**config.mk**
```make
export PLATFORM = sky130hd
export DESIGN_NAME = frame_serializer
export DESIGN_NICKNAME = d
export VERILOG_FILES = /design/src/rtl/frame_pkg.sv /design/src/rtl/ch_next_find.sv /design/src/rtl/frame_serializer.sv
export SDC_FILE = /design/constraint.sdc
export NUM_CORES = 1
export LEC_CHECK = 0
export BUFFER_PORTS_ARGS = -buffer_cell sky130_fd_sc_hd__buf_2
export CAP_MARGIN = 20
export CORE_MARGIN = 10
export CORE_UTILIZATION = 40
export DETAILED_ROUTE_END_ITERATION = 8
export PLACE_DENSITY = 0.71
export SLEW_MARGIN = 40
export SYNTH_ARGS = -nofsm -noshare
export SYNTH_HDL_FRONTEND = slang
export SYNTH_SLANG_ARGS = --single-unit
```
**constraint.sdc**
```tcl
create_clock -name clk40M -period 4.8 [get_ports clk40M]
set_clock_uncertainty 0.2 [all_clocks]
set_input_delay 0.72 -clock clk40M [delete_from_list [all_inputs] [get_ports clk40M]]
set_output_delay 0.72 -clock clk40M [all_outputs]
set_load 0.005 [all_outputs]
```
**src/rtl/frame_pkg.sv**
```systemverilog
`default_nettype none
// +------------------------------------------------------------------+
// | frame_pkg: shared state encoding, header default, channel search |
// | Revision: 1.0                                                    |
// +------------------------------------------------------------------+
package frame_pkg;

    typedef enum logic [2:0] {
        ST_IDLE    = 3'd0,
        ST_READ    = 3'd1,
        ST_CAPTURE = 3'd2,
        ST_HEADER  = 3'd3,
        ST_DATA    = 3'd4,
        ST_CKSUM   = 3'd5,
        ST_DONE    = 3'd6
    } state_t;

    localparam logic [7:0] HDR_BYTE_DEFAULT = 8'hA5;

    // Lowest set mask bit at or above start; 8 means no channel left.
    function automatic logic [3:0] next_enabled(input logic [7:0] mask,
                                                input logic [3:0] start);
        logic [3:0] res;
        res = 4'd8;
        for (int i = 7; i >= 0; i--) begin
            if (mask[i] && (4'(i) >= start)) res = 4'(i);
        end
        return res;
    endfunction

endpackage
`default_nettype wire

```
**src/rtl/ch_next_find.sv**
```systemverilog
`default_nettype none
// +------------------------------------------------------------------+
// | ch_next_find: next enabled channel at/above start, plus none flag|
// | Revision: 1.0                                                    |
// +------------------------------------------------------------------+
module ch_next_find
    import frame_pkg::*;
#(
    parameter int NUM_CH = 4,
    parameter int CW     = $clog2(NUM_CH + 1)
) (
    input  logic [NUM_CH-1:0] mask,
    input  logic [CW-1:0]     start,
    output logic [CW-1:0]     idx,
    output logic              none
);

    logic [3:0] res;

    always_comb begin
        res  = next_enabled(8'(mask), 4'(start));
        idx  = CW'(res);
        none = (res >= 4'(NUM_CH));
    end

endmodule
`default_nettype wire

```
**src/rtl/frame_serializer.sv**
```systemverilog
`default_nettype none
// +------------------------------------------------------------------+
// | frame_serializer: reads enabled FIFO channels, emits header/data/ |
// | checksum bytes over a valid/ready byte stream. Revision: 1.0      |
// +------------------------------------------------------------------+
module frame_serializer
    import frame_pkg::*;
#(
    parameter int         NUM_CH   = 4,
    parameter int         CH_BYTES = 2,
    parameter logic [7:0] HDR_BYTE = HDR_BYTE_DEFAULT,
    parameter bit         CKSUM_EN = 1'b1
) (
    input  logic                         clk40M,
    input  logic                         nRst,
    input  logic [NUM_CH-1:0]            ch_mask,
    input  logic [NUM_CH-1:0]            empty,
    output logic [NUM_CH-1:0]            rd,
    input  logic [NUM_CH*CH_BYTES*8-1:0] fifoOut,
    output logic [7:0]                   tx_data,
    output logic                         tx_valid,
    input  logic                         tx_ready,
    output logic                         busy,
    output logic                         frame_done,
    output logic [15:0]                  frame_cnt
);

    localparam int CW = $clog2(NUM_CH + 1);
    localparam int BW = $clog2(CH_BYTES + 1);
    localparam int DW = NUM_CH * CH_BYTES * 8;

    state_t            state;
    logic [NUM_CH-1:0] act_mask;
    logic [DW-1:0]     cap;
    logic [CW-1:0]     ch;
    logic [BW-1:0]     byte_idx;
    logic [7:0]        cksum;

    logic              last_byte;
    logic [CW-1:0]     nf_start;
    logic [CW-1:0]     nf_idx;
    logic              nf_none;
    logic [CW-1:0]     sel_ch;
    logic [BW-1:0]     sel_byte;
    logic [7:0]        next_byte;
    logic [7:0]        cksum_next;

    ch_next_find #(
        .NUM_CH (NUM_CH),
        .CW     (CW)
    ) u_find (
        .mask  (act_mask),
        .start (nf_start),
        .idx   (nf_idx),
        .none  (nf_none)
    );

    // Pre-select the byte that follows the one on tx_data, so it is ready
    // to load on the accepting edge and transfers can run back to back.
    always_comb begin
        last_byte  = (byte_idx == BW'(CH_BYTES - 1));
        nf_start   = (state == ST_HEADER) ? '0 : CW'(ch + CW'(1));
        sel_ch     = ch;
        sel_byte   = BW'(byte_idx + BW'(1));
        if (state == ST_HEADER || last_byte) begin
            sel_ch   = nf_idx;
            sel_byte = '0;
        end
        next_byte  = cap[(int'(sel_ch) * CH_BYTES + int'(sel_byte)) * 8 +: 8];
        cksum_next = cksum ^ tx_data;
    end

    always_ff @(posedge clk40M or negedge nRst) begin
        if (!nRst) begin
            state      <= ST_IDLE;
            act_mask   <= '0;
            cap        <= '0;
            ch         <= '0;
            byte_idx   <= '0;
            cksum      <= '0;
            rd         <= '0;
            tx_data    <= '0;
            tx_valid   <= 1'b0;
            busy       <= 1'b0;
            frame_done <= 1'b0;
            frame_cnt  <= '0;
        end else begin
            frame_done <= 1'b0;
            case (state)
                ST_IDLE: begin
                    if (ch_mask != '0 && (ch_mask & empty) == '0) begin
                        act_mask <= ch_mask;
                        rd       <= ch_mask;
                        busy     <= 1'b1;
                        state    <= ST_READ;
                    end
                end
                ST_READ: begin
                    rd    <= '0;
                    state <= ST_CAPTURE;
                end
                ST_CAPTURE: begin
                    cap      <= fifoOut;
                    tx_data  <= HDR_BYTE;
                    tx_valid <= 1'b1;
                    state    <= ST_HEADER;
                end
                ST_HEADER: begin
                    if (tx_ready) begin
                        ch       <= nf_idx;
                        byte_idx <= '0;
                        tx_data  <= next_byte;
                        cksum    <= '0;
                        state    <= ST_DATA;
                    end
                end
                ST_DATA: begin
                    if (tx_ready) begin
                        cksum <= cksum_next;
                        if (!last_byte) begin
                            byte_idx <= BW'(byte_idx + BW'(1));
                            tx_data  <= next_byte;
                        end else if (!nf_none) begin
                            ch       <= nf_idx;
                            byte_idx <= '0;
                            tx_data  <= next_byte;
                        end else if (CKSUM_EN) begin
                            tx_data <= cksum_next;
                            state   <= ST_CKSUM;
                        end else begin
                            tx_valid   <= 1'b0;
                            frame_done <= 1'b1;
                            frame_cnt  <= frame_cnt + 16'd1;
                            state      <= ST_DONE;
                        end
                    end
                end
                ST_CKSUM: begin
                    if (tx_ready) begin
                        tx_valid   <= 1'b0;
                        frame_done <= 1'b1;
                        frame_cnt  <= frame_cnt + 16'd1;
                        state      <= ST_DONE;
                    end
                end
                ST_DONE: begin
                    busy  <= 1'b0;
                    state <= ST_IDLE;
                end
                default: state <= ST_IDLE;
            endcase
        end
    end

endmodule
`default_nettype wire
```
Word level (Yosys, flattened, before mapping)

Cells that the tools add are included.

Reductions and logical operators: 24
$add $sub $neg: 4
Shift operators: 1
Equality and inequality tests: 15
Muxes and demuxes: 40
Bitwise operators: 2
$lt $le $gt $ge: 5

Operators by type and width:

| kind                  | number |
|---|---|
| $shiftx 64x9->8       | 1 |
| $mux 8                | 6 |
| $mux 3                | 12 |
| $pmux 8 s3            | 1 |
| $mux 4                | 5 |
| $pmux 3 s6            | 1 |
| $add 16x1->16 const B | 1 |
| $pmux 8 s2            | 1 |
| $ne 2x2->1 const B    | 7 |
| $mux 2                | 5 |
| $reduce_and 2->1      | 5 |
| $eq 3x3->1 const B    | 3 |
| $pmux 4 s2            | 1 |
| $reduce_bool 2->1     | 4 |
| $xor 8x8->8           | 1 |
| $eq 3x2->1 const B    | 2 |
| $ge 1x3->1 const A    | 2 |
| $ge 2x3->1 const A    | 2 |
| $pmux 3 s2            | 1 |
| $reduce_and 3->1      | 2 |
| $reduce_and 6->1      | 1 |
| $add 4x2->5           | 1 |
| $logic_and 1x1->1     | 5 |
| $reduce_and 5->1      | 1 |
| other kinds (16)      | 20 |

Bits of input ports: 75
Register bits after elaboration: 115
Logic and storage cells: 103
Output and inout port bits: 31

Longest topological paths before layout

Gate-level depths: netlist (run 1).

Depth after elaboration: 15
Mapped depth: 15
Gate-level depth less buffers: 13

By module

A second synthesis (run 1) with hierarchy kept.

Cell total of the unflattened synthesis: 441
Area total of the unflattened synthesis: 5,525.3 um2

Modules (own cells, without submodules):

| module           | sequential area each (um2) | cells each | instances | area each (um2) |
|---|---|---|---|---|
| frame_serializer | 2,877.8                    | 426        | 1         | 5,442.7 |
| ch_next_find     | 0.0                        | 15         | 1         | 82.6 |

Least setup slack after synthesis (run 1)

Ideal clock, no wire load.

Path type: register to register
From: register ch[0]
To: register tx_data[5]
Arrival: 3,033 ps
Stages on the path, launching flop included: 16
Required time: 4,476 ps
Setup time: 124 ps
Clock period less this slack: 3,357 ps
Slack: 1,443 ps
Cell sequence: dfrtp_1 ha_1 nor2_1 nand2_1 nand2_1 a22o_1 o21ai_0 ha_1 ha_1 buf_1 clkbuf_1 mux4_2 mux2i_1 nor3_1 a211oi_2 a21oi_1

Cells in the longest elaborated chain, start to end: 15

Ends and longest elaborated chain:

| item                     | RTL line                | text |
|---|---|---|
| start: declaration       | frame_serializer.sv:35  | `logic [CW-1:0] ch;` |
| start signal: assignment | frame_serializer.sv:110 | `ch <= nf_idx;` |
| start signal: assignment | frame_serializer.sv:124 | `ch <= nf_idx;` |
| $add 3x1->3              | frame_serializer.sv:62  | `nf_start = (state == ST_HEADER) ? '0 : CW'(ch + CW'(1));` |
| $mux 3                   | frame_serializer.sv:62  |  |
| $ge 2x3->1               | frame_pkg.sv:26         | `if (mask[i] && (4'(i) >= start)) res = 4'(i);` |
| $logic_and 1x1->1        | frame_pkg.sv:26         |  |
| $mux 4 (4 in a row)      | frame_pkg.sv:26         |  |
| $mux 3                   | frame_serializer.sv:65  | `if (state == ST_HEADER \|\| last_byte) begin` |
| $add 4x2->5              | frame_serializer.sv:69  | `next_byte = cap[(int'(sel_ch) * CH_BYTES + int'(sel_byte)) * 8 +: 8];` |
| $shiftx 64x9->8          | frame_serializer.sv:69  |  |
| $mux 8                   | frame_serializer.sv:123 | `end else if (!nf_none) begin` |
| $mux 8                   | frame_serializer.sv:120 | `if (!last_byte) begin` |
| $mux 8                   | frame_serializer.sv:118 | `if (tx_ready) begin` |
| $pmux 8 s3 *             | frame_serializer.sv:89  | `case (state)` |
| end signal: assignment   | frame_serializer.sv:122 | `tx_data <= next_byte;` |
| end signal: assignment   | frame_serializer.sv:126 | `tx_data <= next_byte;` |
| end signal: assignment   | frame_serializer.sv:128 | `tx_data <= cksum_next;` |
| end: declaration         | frame_serializer.sv:20  | `output logic [7:0] tx_data,` |

Every way passes the cells marked *; elsewhere a longest branch is shown, timed or not. The select of a mux whose other input is x is not followed.
A chain may end at the register's enable or synchronous reset.

Worst setup path after layout (run 1)

From: register state[0]
To: register tx_data[5]

Cells in the longest elaborated chain, start to end: 15

Ends and longest elaborated chain:

| item                     | RTL line                                                               | text |
|---|---|---|
| start: declaration       | frame_serializer.sv:32                                                 | `state_t state;` |
| start signal: assignment | frame_serializer.sv:75                                                 | `state <= ST_IDLE;` |
| start signal: assignment | frame_serializer.sv:95                                                 | `state <= ST_READ;` |
| start signal: assignment | frame_serializer.sv:100                                                | `state <= ST_CAPTURE;` |
| $eq 3x2->1               | frame_serializer.sv:62, frame_serializer.sv:65, frame_serializer.sv:89 |  |
| $mux 3                   | frame_serializer.sv:62                                                 |  |
| $ge 2x3->1               | frame_pkg.sv:26                                                        |  |
| $logic_and 1x1->1        | frame_pkg.sv:26                                                        |  |
| $mux 4 (4 in a row)      | frame_pkg.sv:26                                                        |  |
| $mux 3                   | frame_serializer.sv:65                                                 |  |
| $add 4x2->5              | frame_serializer.sv:69                                                 |  |
| $shiftx 64x9->8          | frame_serializer.sv:69                                                 |  |
| $mux 8                   | frame_serializer.sv:123                                                |  |
| $mux 8                   | frame_serializer.sv:120                                                |  |
| $mux 8                   | frame_serializer.sv:118                                                |  |
| $pmux 8 s3               | frame_serializer.sv:89                                                 |  |

Several ways; a longest one is shown, not always the timed one. The select of a mux whose other input is x is not followed.

==> results of run 1 <==
worst max-delay path: cells and delay by family, from the launching register on:
kind | cells | cell delay, ps
adder cells (fa/ha/maj) | 1 | 660
AO/OA/AOI/OAI | 4 | 1130
AND/OR/NAND/NOR | 3 | 550
multiplexers | 2 | 550
flip-flops | 1 | 620
layout by cell type (no fill, tap or decap), drive strengths merged, types with 2 or more instances in the layout:
| cell type | n |
|---|---|
| mux4 | 16 |
| dfrtp | 114 |
| clkbuf | 24 |
| a21oi | 9 |
| inv | 11 |
| xnor2 | 9 |
| mux2i | 9 |
| buf | 111 |
| mux2 | 71 |
| nor2 | 26 |
| o21ai | 33 |
| clkinv | 2 |
| a211oi | 7 |
| and2 | 3 |
| nand3b | 5 |
| nand4 | 3 |
| o211ai | 3 |
| nor3 | 7 |
| xor2 | 6 |
| ha | 6 |
| nor2b | 5 |
| nand3 | 8 |
| and3 | 4 |
| a21o | 2 |
| nand2b | 5 |
| bufinv | 2 |
| nand2 | 31 |
| o31ai | 5 |
sequential cells by signal (all words and copies together), names as in the netlist:
name	count
tx_data	8
frame_cnt	16
cap	64
state	3
rd	4
tx_valid	1
act_mask	4
ch	2
cksum	8
busy	1
byte_idx	2
frame_done	1
cell usage after synthesis (6+ instances only):
cell	n
sky130_fd_sc_hd__ha_1	6
sky130_fd_sc_hd__inv_1	11
sky130_fd_sc_hd__nor2_1	25
sky130_fd_sc_hd__clkbuf_1	12
sky130_fd_sc_hd__o21ai_0	32
sky130_fd_sc_hd__mux2i_1	9
sky130_fd_sc_hd__nand2_1	31
sky130_fd_sc_hd__xnor2_1	9
sky130_fd_sc_hd__dfrtp_1	114
sky130_fd_sc_hd__a21oi_1	9
sky130_fd_sc_hd__nand3_1	8
sky130_fd_sc_hd__mux2_2	71
sky130_fd_sc_hd__mux4_2	16
sky130_fd_sc_hd__nor3_1	7
sky130_fd_sc_hd__xor2_1	6
kinds of logic (layout without fill, tap and decap cells):
family          Yosys count  after routing  synth area share [%]
flops                   114            114                  52.7
simple gates            104            104                  9.43
mux                      96             96                  23.1
compound gates           68             68                  8.46
buf+inv                  30            151                  2.50
xor+xnor                 15             15                  2.43
fa+ha+maj                 6              6                  1.39
routing by layer:
layer	track usage, %	routed length, µm	up-vias
li1	-	-	1790
met2	21.3	5760	150
met4	5.62	171	0
met5	0	0	-
met1	18.1	5700	1978
met3	5.94	1120	20
where the power goes:
group	leakage [nW]	internal, mW	switching, mW
Clock	0.278	0.807	0.408
Sequential	1.39	1.37	0.299
Combinational	1.43	1.23	0.992
Total	3.11	3.41	1.70
cell type report:
type,count,area (µm²)
Clock buffer,24,492
Clock inverter,5,77.6
Fill cell,1176,6520
Inverter,11,41.3
Multi-Input combinational cell,289,2450
Sequential cell,114,2850
Tap cell,176,220
Timing Repair Buffer,111,597
how the worst min path moves through the flow:
stage	slack, ps	end	startpoint	depth (start not counted)
after floorplan	220	act_mask[0]$_DFFE_PN0P_	nRst	0
after global placement	250	frame_cnt[15]$_DFFE_PN0P_	frame_cnt[15]$_DFFE_PN0P_	1
after detailed placement	280	frame_cnt[10]$_DFFE_PN0P_	frame_cnt[10]$_DFFE_PN0P_	1
after CTS	190	cap[38]$_DFFE_PN0P_	nRst	1
after global routing	210	cap[38]$_DFFE_PN0P_	nRst	1
final	160	cap[38]$_DFFE_PN0P_	nRst	1
==> impl_summary.md, run 1 <==
Cells and area
From synthesis to final layout, the design area changed by 24.3%. 0 antenna diodes ended up in the layout. Summing all non-filler instances in the final layout gives an area of 6730 µm². The total number of nets in the final design is around 630. The filler-free cell count of the finished design is between 700 and 800.

The fraction of final layout cells with drive strength greater than 1 is between 40% and 50%. Cells fill about half of the core in the end.

Run
The tool flagged a number of max-cap violations equal to 0.

Synth
The largest area contributor in the synthesized netlist is sky130_fd_sc_hd__dfrtp_1. The number of distinct library cells after synthesis is 49. After technology mapping, the gate count stands at ~430. After synthesis, flip-flops and latches occupy between 50% and 60% of the total area. The synthesized design contains 114 register bits. Summed over its instances, the top area cell type makes up between 50% and 60% of the synthesized netlist area.

The post-synthesis instance area is 5410 µm². The most used flip-flop cell after synthesis is sky130_fd_sc_hd__dfrtp_1. Ranked by total cell area, the synthesized netlist is headed by sky130_fd_sc_hd__dfrtp_1 53%, sky130_fd_sc_hd__mux2_2 15%, sky130_fd_sc_hd__mux4_2 6.7%, sky130_fd_sc_hd__o21ai_0 3.0%, sky130_fd_sc_hd__nand2_1 2.1%. Yosys printed 0 warnings. The async set or reset register ratio after synthesis is 100%.

Yosys mapped a number of flops with a built-in enable equal to 0. The mean instance size in the synthesized netlist is ~13 µm². The number of nets produced by synthesis is 514.

Timing
The minimum hold slack is between 150 and 200 ps. The count of endpoints failing hold in the final timing report is 0. The tightest slew margin relative to the limit is between 50% and 60%. Static timing analysis puts the maximum clock frequency at approximately 0.26 GHz. The worst path needs roughly 3800 ps of the cycle, external delays included. The final total negative setup slack is 0 ps. For the pin with the worst max-slew slack, the measured transition is 748 ps. The portion of the clock cycle consumed by the worst path in the final layout is approximately four fifths. Setup repair after global routing left no endpoint under its margin. The setup violation total in the final timing report is 0. The final number of max-transition violations is 0. The worst path setup slack after routing is between 900 and 1000 ps.

Global routing
Entering global routing, the biggest net connects between 80 and 90 pins. The via count of the first global-routing pass is 4253. The initial antenna violation count is 0. Global routing consumed, over all layers together, approximately 14% of the routing resources. The sum of overflow across all layers after global routing is 0.

The first global-routing pass estimated ~21 mm of wire.

Route
The number of violations reported at the end of detailed-routing iteration 0 is around 220. The detail route stage leaves a number of antenna-violating nets equal to 0. The via density per instance is 5.39.

After detailed routing, the total wire length is about 13 mm. The total number of vias is 3938. The number of remaining DRC errors is 0. The iteration count of the initial detailed-routing pass is 4. The average routed wire per standard cell is roughly 17 µm.

Power and ir drop
The maximum resistive drop on vdd is around 430 µV. For this design the ratio of total power to cell area is about 760 nW/µm². The leakage power is about 3.1 nW. The power after layout is a little over 5 mW.

CTS
The H-tree was split into 4 levels. Once the clock tree was built, the resizer swapped 0 gates to a different size. The total setup buffers inserted after CTS is 0. The insertion delay of the later-clocked pin in the worst-skew pair is 410 ps. The clock passes through at most 2 buffers. The TritonCTS sink count is 114. The number of buffers added by the clock tree synthesis step is 17. The CTS tree is done.

The tree is rooted in a sky130_fd_sc_hd__clkbuf_16. For this design, the CTS-stage hold fixing added 0 buffers. The clock-pin transition on the worst setup and hold timing paths is roughly 50 ps.

Critical path
The kind of capture point of the worst setup path is a flop. The critical path starts at state[0]$_DFFE_PN0P_. The critical path class is reg -> reg.

The depth of the worst register-to-register path is 10. The critical-path cell with the highest stage delay is sky130_fd_sc_hd__ha_1. The setup check on the worst reg-to-reg path leaves a slack of a little under 1000 ps. Data arrives at the worst endpoint at just under 4000 ps. The capture point of the critical path is tx_data[5]$_DFFE_PN0P_. The maximum fanout count along the critical path is 16.

Data on the critical path is required at its endpoint by 4880 ps. In this run the critical register-to-register path is launched from state[0]$_DFFE_PN0P_. Traced cell by cell, the critical path runs through nand3b_1, a21oi_1, nand2_1, o31ai_1, ha_1, mux4_2, mux2i_1, nor3_1, a211oi_2, a21oi_1. The endpoint of the lowest-slack register-to-register path is tx_data[5]$_DFFE_PN0P_. The highest cell delay on the worst timing path is about 660 ps.

The cell seen most often among critical-path stages is sky130_fd_sc_hd__a21oi_1. STA classifies the critical path startpoint as a flop.

Placement
After detailed placement, the total cell area comes to 6150 µm². The number of placed instances, taps included, is roughly 700. The HPWL after detailed placement is 9.31 mm. The total of buffers placed on input and output ports is between 100 and 150. The final weighted congestion of routability-driven global placement is roughly 0.8. Prior to clock tree synthesis, the placed netlist has a worst setup slack of between 900 and 1000 ps.

Floorplan
The width of the die is approximately 140 µm. The floorplan row count is 42. The die covers ~19000 µm². Once the floorplan was initialized, standard cells occupied 40.9% of the core. The die span in y is 136 µm. The core region area is between 10000 and 15000 µm². ~110 I/O pins were placed.

Worst hold path
The worst hold path belongs to the class in -> async.

Outcome
The run finished with clean final reports.
No activity file was read; power rests on OpenSTA's default activity.
==> run 2, diff against run 1 <==
--- a/config.mk
+++ b/config.mk
@@ -10,7 +10,7 @@
 export CORE_MARGIN = 10
 export CORE_UTILIZATION = 40
 export DETAILED_ROUTE_END_ITERATION = 8
-export PLACE_DENSITY = 0.71
+export PLACE_DENSITY = 0.73
 export SLEW_MARGIN = 40
 export SYNTH_ARGS = -nofsm -noshare
 export SYNTH_HDL_FRONTEND = slang
==> constraint.sdc (replaced) <==
create_clock -name clk40M -period 3.05 [get_ports clk40M]
set_clock_uncertainty 0.2 [all_clocks]
set_input_delay 0.4575 -clock clk40M [delete_from_list [all_inputs] [get_ports clk40M]]
set_output_delay 0.4575 -clock clk40M [all_outputs]
set_load 0.005 [all_outputs]
==> run 2 against run 1 <==
Against the previous run:
- the run now ends with setup timing left
- sequential share of layout area fell by 2.3 points
- total power rose by 78%
- utilization rose by 2.9 points
- cell area rose by 5.6%
==> impl_summary.md, run 2 (synthesized netlist as in run 1, its figures left out) <==
Timing
The portion of the clock cycle consumed by the worst path in the final layout is 100% (+20 points). The slew at the pin closest to its max-slew limit is 792 ps (+44.1 ps). The final number of max-transition violations came to 0 (unchanged). The tightest slew margin relative to the limit is 46.7% (-3.5 points). The highest clock rate is 0.328 GHz (+25%). The worst path setup slack after routing is -2.76 ps (-974 ps). Setup repair after global routing could not meet its margin everywhere.

The setup violation total in the final timing report is 1 (+1). The final total negative setup slack was -2.76 ps (-2.76 ps). The count of endpoints failing hold in the final timing report is 0 (unchanged). The final critical-path required period is 3050 ps (-776 ps).

CTS
The TritonCTS sink count came to 114 (unchanged). The clock-pin transition on the worst setup and hold timing paths is 60 ps (about the same). The number of H-tree branching levels is 4 (unchanged).

TritonCTS built the clock tree. The maximum root-to-sink buffer count came to 2 (unchanged). The insertion delay of the later-clocked pin in the worst-skew pair is 410 ps (about the same). The number of buffers added by the clock tree synthesis step came to 17 (unchanged).

Clock tree synthesis selected as its root buffer the cell sky130_fd_sc_hd__clkbuf_16.

Cells and area
The top cell types in the final layout, fill and taps aside, are 114 x sky130_fd_sc_hd__dfrtp_1, 104 x sky130_fd_sc_hd__buf_2, 71 x sky130_fd_sc_hd__mux2_2, 31 x sky130_fd_sc_hd__nand2_1, 30 x sky130_fd_sc_hd__o21ai_0. The fraction of final layout cells with drive strength greater than 1 is 46.3% (+3.7 points). The total number of nets in the final design is 645 (+3.2%). The filler-free cell count of the finished design is 753 (+3.2%).

The final cell area excluding filler cells is 7100 µm² (+5.6%). The largest registers in the layout are cap: 64 flops, frame_cnt: 16 flops. The number of flip-flops in the largest register is 64 (unchanged).

cap holds more flip-flops than any other register. Relative to the synthesized area, the layout overhead comes to 31.3%. The number of antenna cells inserted is 0 (unchanged). The library cell used most frequently in the layout, excluding fill and tap cells, is sky130_fd_sc_hd__dfrtp_1.

Critical path
The critical path goes through ha_4, nand2b_4, o21ai_2, nand3_1, a22o_1, o21ai_2, ha_4, buf_12, mux4_2, mux2i_1, nor3_1, a211oi_2, a21oi_1. The critical-path cell with the highest stage delay is sky130_fd_sc_hd__mux4_2. The launching element type of the critical path is a flop. The critical path is of the reg -> reg type. The worst path arrival time is 3150 ps (-760 ps). The highest cell delay on the worst timing path was 500 ps (-160 ps). The maximum fanout count along the critical path was 7 (-9). The endpoint required time on the critical path is 3150 ps (-1730 ps). The kind of capture point of the worst setup path is a flop.

Route
The iteration count of the initial detailed-routing pass is 4 (unchanged). The number of remaining DRC errors is 0 (unchanged). The number of antenna-violating nets in the routed design came to 0 (unchanged). The number of violations reported at the end of detailed-routing iteration 0 came to 178 (-20%). The average routed wire per standard cell is 17.1 µm (-2.4%).

The final routed wirelength across all metal layers was 12.8 mm (+0.67%). The via density per instance is 5.15 (-4.6%). The total number of vias is 3877 (-1.5%).

Worst hold path
The path class of the lowest-slack min-delay path is in -> reg.

Global routing
The via count of the first global-routing pass came to 4291 (+0.89%). The initial antenna violation count is 0 (unchanged). The global-route wire length before repair is 21.3 mm (+0.49%). The maximum number of pins on one net before global-route repair is 66 (-21%).

The sum of overflow across all layers after global routing is 0 (unchanged). The global router's overall resource usage is 14.4% (+0.13 points).

Power and ir drop
The leakage power is 3.27 nW (+5.2%). The power density relative to cell area was 1280 nW/µm² (+68%). The maximum resistive drop on vdd came to 639 µV (+50%).

Floorplan
The width of the die is 136 µm (unchanged). The initial core utilization is 40.9% (unchanged). The I/O pin total is 106 (unchanged).

The core region area is 13200 µm² (unchanged). The die span in y came to 136 µm (unchanged). The floorplan row count was 42 (unchanged). The floorplan die area is 18600 µm² (unchanged).

Run
The number of max-cap violations is 0 (unchanged).

Placement
The total of buffers placed on input and output ports is 105 (unchanged). The standard cell area after detailed placement is 6320 µm² (+2.7%). The number of placed cells counting well taps is 716 (+2.1%). The HPWL after detailed placement is 9.21 mm (-1.1%). The final weighted congestion of routability-driven global placement is 0.881 (+9.8%).

Outcome
The flow ran to the end, but the final reports show violations. The final reports fail on setup timing.
==> run 2: path summary, 6_finish.rpt <==
check / from / end / slack (ps) / cells after the start
max reg2reg: ch[1]$_DFFE_PN0P_ / tx_data[0]$_DFFE_PN0P_ / -3 / 13
max: ch[1]$_DFFE_PN0P_ / tx_data[0]$_DFFE_PN0P_ / -3 / 13
min in group asynchronous: nRst / cap[46]$_DFFE_PN0P_ / 430 / 2
min: fifoOut[54] / cap[54]$_DFFE_PN0P_ / 80 / 2
min reg2reg: frame_cnt[15]$_DFFE_PN0P_ / frame_cnt[15]$_DFFE_PN0P_ / 270 / 1
max in group asynchronous: nRst / state[1]$_DFFE_PN0P_ / 1450 / 3
==> run 2: what timing repair did <==
item | CTS | global route
hold buffers | 1 | 0
gates resized for setup | 5 | 5
pin swaps | 0 | 5
gates cloned | 1 | 1
endpoints found under the setup margin | 8 | 8
endpoints found under the hold margin | 53 | 0
buffers inserted | 1 | 1
==> run 2: through the flow <==
step           util, %  worst slack (ps)  power [mW]  hold WS [ps]
3_5_place_dp      47.7              -148        6.48           271
6_report          53.6             -2.76        9.07          75.7
4_1_cts           53.1              3.44        8.89          58.9
5_1_grt           53.6              -164        9.63          59.4
2_1_floorplan        -              9.33        5.36         -38.1
3_3_place_gp      47.7             -51.0        6.32           254
==> run 2: layout make-up <==
cell class,count,area (µm²)
Multi-Input combinational cell,289,2500
Clock buffer,20,447
Tap cell,176,220
Timing Repair Buffer,131,838
Inverter,11,41.3
Clock inverter,12,204
Sequential cell,114,2850
Fill cell,1129,6140
==> run 2: metal layers <==
layer | vias to the layer above | GRT usage (%) | share of wire (%)
met5 | - | 0 | 0
met4 | 0 | 4.62 | 0.77
met3 | 8 | 5.87 | 7.9
met2 | 127 | 22.3 | 47
met1 | 1908 | 18.1 | 44
li1 | 1834 | - | -
==> run 2: worst max-delay path: cells and delay by family (launching register included) <==
family / cells / cell delay, ps
compound gates: 5 / 840
fa+ha+maj: 2 / 510
buf+inv: 1 / 140
flops: 1 / 400
mux: 2 / 650
simple gates: 3 / 200
==> run 2: where the power goes <==
group	internal, mW	total (mW)	switching [mW]
Combinational	2.54	4.30	1.76
Sequential	2.16	2.59	0.434
Clock	1.47	2.18	0.704
Total	6.17	9.07	2.90
==> run 3, diff against run 2 <==
--- a/config.mk
+++ b/config.mk
@@ -7,10 +7,9 @@
 export LEC_CHECK = 0
 export BUFFER_PORTS_ARGS = -buffer_cell sky130_fd_sc_hd__buf_2
 export CAP_MARGIN = 20
-export CORE_MARGIN = 10
-export CORE_UTILIZATION = 40
+export CORE_UTILIZATION = 35
 export DETAILED_ROUTE_END_ITERATION = 8
-export PLACE_DENSITY = 0.73
+export PLACE_DENSITY = 0.67
 export SLEW_MARGIN = 40
 export SYNTH_ARGS = -nofsm -noshare
 export SYNTH_HDL_FRONTEND = slang
==> constraint.sdc (replaced) <==
create_clock -name clk40M -period 3.05 [get_ports clk40M]
set_clock_uncertainty 0.2 [all_clocks]
set_input_delay 0.1525 -clock clk40M [delete_from_list [all_inputs] [get_ports clk40M]]
set_output_delay 0.1525 -clock clk40M [all_outputs]
set_load 0.005 [all_outputs]
==> run 3 against run 2 <==
Against the previous run:
- the flow still finishes with violations (setup timing)
- routed wire length is 4.5% higher
- first-iteration DRC count is 43% higher
- utilization fell by 2.3 points
- global-route usage grew 4.0 points
- fmax decreased by 2.7%
- largest power group unchanged
- sequential power is essentially flat
- largest cell class unchanged
- flip-flop and latch count is the same
- worst setup slack lost 85 ps
- via count increased by 8.1%
- final cell count grew 11%
==> impl_summary.md, run 3 (synthesized netlist as in run 1, its figures left out) <==
Route
The number of remaining DRC errors was 0 (unchanged). The iteration count of the initial detailed-routing pass is 5 (+1). The average routed wire per standard cell is 16.1 µm (-5.8%). The final routed wirelength across all metal layers came to 13.4 mm (+4.5%). The number of violations reported at the end of detailed-routing iteration 0 came to 254 (+43%). The via density per instance is 5.02 (-2.5%). The number of antenna-violating nets in the routed design is 0 (unchanged).

The total number of vias came to 4191 (+8.1%).

Global routing
The initial antenna violation count came to 0 (unchanged). The via count of the first global-routing pass is 4524 (+5.4%). The sum of overflow across all layers after global routing was 0 (unchanged).

The maximum number of pins on one net before global-route repair is 63 (-4.5%). The global router's overall resource usage is 18.4% (+4.0 points). The global-route wire length before repair is 22.7 mm (+6.6%).

Worst hold path
The path class of the lowest-slack min-delay path is in -> reg.

Floorplan
The I/O pin total was 106 (unchanged). The width of the die was 126 µm (-7.3%). The core region area is 15100 µm² (+14%). The floorplan die area is 16000 µm² (-14%).

The floorplan row count was 45 (+7.1%). The initial core utilization is 35.7% (-5.1 points). The die span in y is 126 µm (-7.3%).

CTS
The tree is rooted in a sky130_fd_sc_hd__clkbuf_16. The maximum root-to-sink buffer count is 2 (unchanged). The number of H-tree branching levels is 4 (unchanged). The TritonCTS sink count came to 114 (unchanged). The insertion delay of the later-clocked pin in the worst-skew pair came to 410 ps (about the same). TritonCTS built the clock tree. The clock-pin transition on the worst setup and hold timing paths is 50 ps (about the same). The number of buffers added by the clock tree synthesis step was 17 (unchanged).

Timing
The worst path setup slack after routing is -87.5 ps (-84.7 ps). The portion of the clock cycle consumed by the worst path in the final layout came to 103% (+2.8 points). The final critical-path required period is 3140 ps (+84.7 ps). The count of endpoints failing hold in the final timing report came to 0 (unchanged).

The setup violation total in the final timing report was 7 (+6). Setup repair after global routing could not meet its margin everywhere. The final total negative setup slack was -390 ps (-387 ps). The final number of max-transition violations came to 0 (unchanged).

The highest clock rate came to 0.319 GHz (-2.7%). The slew at the pin closest to its max-slew limit was 630 ps (-162 ps). The tightest slew margin relative to the limit is 57.8% (+11 points).

Placement
The final weighted congestion of routability-driven global placement is 0.849 (-3.7%). The standard cell area after detailed placement is 6340 µm² (+0.36%). The number of placed cells counting well taps is 729 (+1.8%). The total of buffers placed on input and output ports is 105 (unchanged). The HPWL after detailed placement is 8.51 mm (-7.6%).

Critical path
The most numerous cell type found on the critical path is sky130_fd_sc_hd__buf_12. The worst path arrival time is 3240 ps (+90 ps). The combined buffer and inverter count along the critical path is 2 (+1).

The critical path goes through ha_4, nand2b_4, o21ai_2, nand3_1, a22o_1, o21ai_1, ha_1, buf_12, buf_12, mux4_2, mux2i_1, nor3_1, a211oi_2, a21oi_1. The endpoint required time on the critical path is 3150 ps (about the same). The kind of capture point of the worst setup path is a flop. The highest cell delay on the worst timing path is 410 ps (-90 ps). Among all stages on the critical path, the largest delay is contributed by sky130_fd_sc_hd__dfrtp_1. The maximum fanout count along the critical path is 8 (+1).

In this design, the largest share of critical-path delay is due to compound AO/OA/AOI/OAI gates. The launching element type of the critical path is a flop. By startpoint and endpoint, the worst setup path is classified as reg -> reg.

Power and ir drop
The power density relative to cell area was 1160 nW/µm² (-9.2%). The maximum resistive drop on vdd was 648 µV (+1.3%). The power after layout was 9.01 mW (-0.63%). The leakage power is 3.55 nW (+8.7%).

Cells and area
The number of antenna cells inserted is 0 (unchanged). Leaving out fill and tap cells, the most frequent cell in the layout is sky130_fd_sc_hd__dfrtp_1. In the layout the commonest cells are 114 x sky130_fd_sc_hd__dfrtp_1, 104 x sky130_fd_sc_hd__buf_2, 71 x sky130_fd_sc_hd__mux2_2, 71 x sky130_fd_sc_hd__dlygate4sd3_1, 31 x sky130_fd_sc_hd__nand2_1. The filler-free cell count of the finished design is 835 (+11%). The total number of nets in the final design came to 716 (+11%).

The final cell area excluding filler cells is 7780 µm² (+9.5%). The fraction of final layout cells with drive strength greater than 1 is 41.3% (-5.0 points). The number of flip-flops in the largest register is 64 (unchanged). The register containing the most flip-flops in the final layout is cap. The filler cell count in the final layout is 1288 (+14%).

From synthesis to final layout, the design area changed by 43.7%. The largest registers in the layout are cap: 64 flops, frame_cnt: 16 flops.

Outcome
The checks that failed: setup timing. The flow ran to the end, but the final reports show violations.

Run
The number of max-cap violations came to 0 (unchanged).
==> run 3: layer usage <==
metal,track usage [%],vias to the layer above,routed length [µm]
met1,22.5,2083,5810
li1,-,1968,-
met4,6.17,0,139
met2,31.5,125,6810
met3,4.81,15,656
met5,0,-,0
==> run 3: report_power, final <==
group | switching, mW | internal (mW) | total [mW]
Sequential | 0.434 | 2.16 | 2.59
Combinational | 1.79 | 2.51 | 4.30
Clock | 0.714 | 1.41 | 2.12
==> run 3: worst min-delay path: stages <==
cell and delay (ps):
sky130_fd_sc_hd__buf_2 70, sky130_fd_sc_hd__a22oi_1 50, sky130_fd_sc_hd__nand2_1 60, sky130_fd_sc_hd__a211oi_1 70
sky130_fd_sc_hd__a21oi_1 140, sky130_fd_sc_hd__o21ai_0 80
==> run 3: through the flow <==
step                      hold WS [ps]  worst slack [ps]  util, %
after CTS                         53.6             -53.3     51.3
final                             74.3             -87.5     51.3
after floorplan                   -343              9.33        -
after detailed placement           101             -66.2     41.9
after global placement            87.2             -30.5     41.9
after global routing               135              -194     51.3
==> run 3: cell type report <==
class / count / area [µm²] / share of cell area [%]
inverter: 11 / 41.3 / 0.531
clock inverter: 12 / 181 / 2.33
sequential: 114 / 2850 / 36.7
clock buffer: 19 / 453 / 5.82
tap: 188 / 235 / 3.02
timing repair buffer: 202 / 1530 / 19.6
multi-input combinational: 289 / 2490 / 32.0
==> run 3: final timing paths <==
check                                           from                   endpoint  slack [ps]  depth (start not counted)
setup / recovery                   ch[1]$_DFFE_PN0P_     tx_data[0]$_DFFE_PN0P_         -90                         14
hold / removal                              empty[3]           busy$_DFFE_PN0P_          70                          6
setup reg to reg                   ch[1]$_DFFE_PN0P_     tx_data[0]$_DFFE_PN0P_         -90                         14
max in group asynchronous                       nRst     tx_data[7]$_DFFE_PN0P_        1840                          3
hold reg to reg            frame_cnt[15]$_DFFE_PN0P_  frame_cnt[15]$_DFFE_PN0P_         270                          1
min in group asynchronous                       nRst        cap[54]$_DFFE_PN0P_         100                          2
==> run 3: what timing repair did <==
action,CTS,global route
setup endpoints to repair,7,8
hold buffers,71,0
buffers inserted,4,0
resized for setup,9,0
endpoints found under the hold margin,141,0
pin swaps,7,4
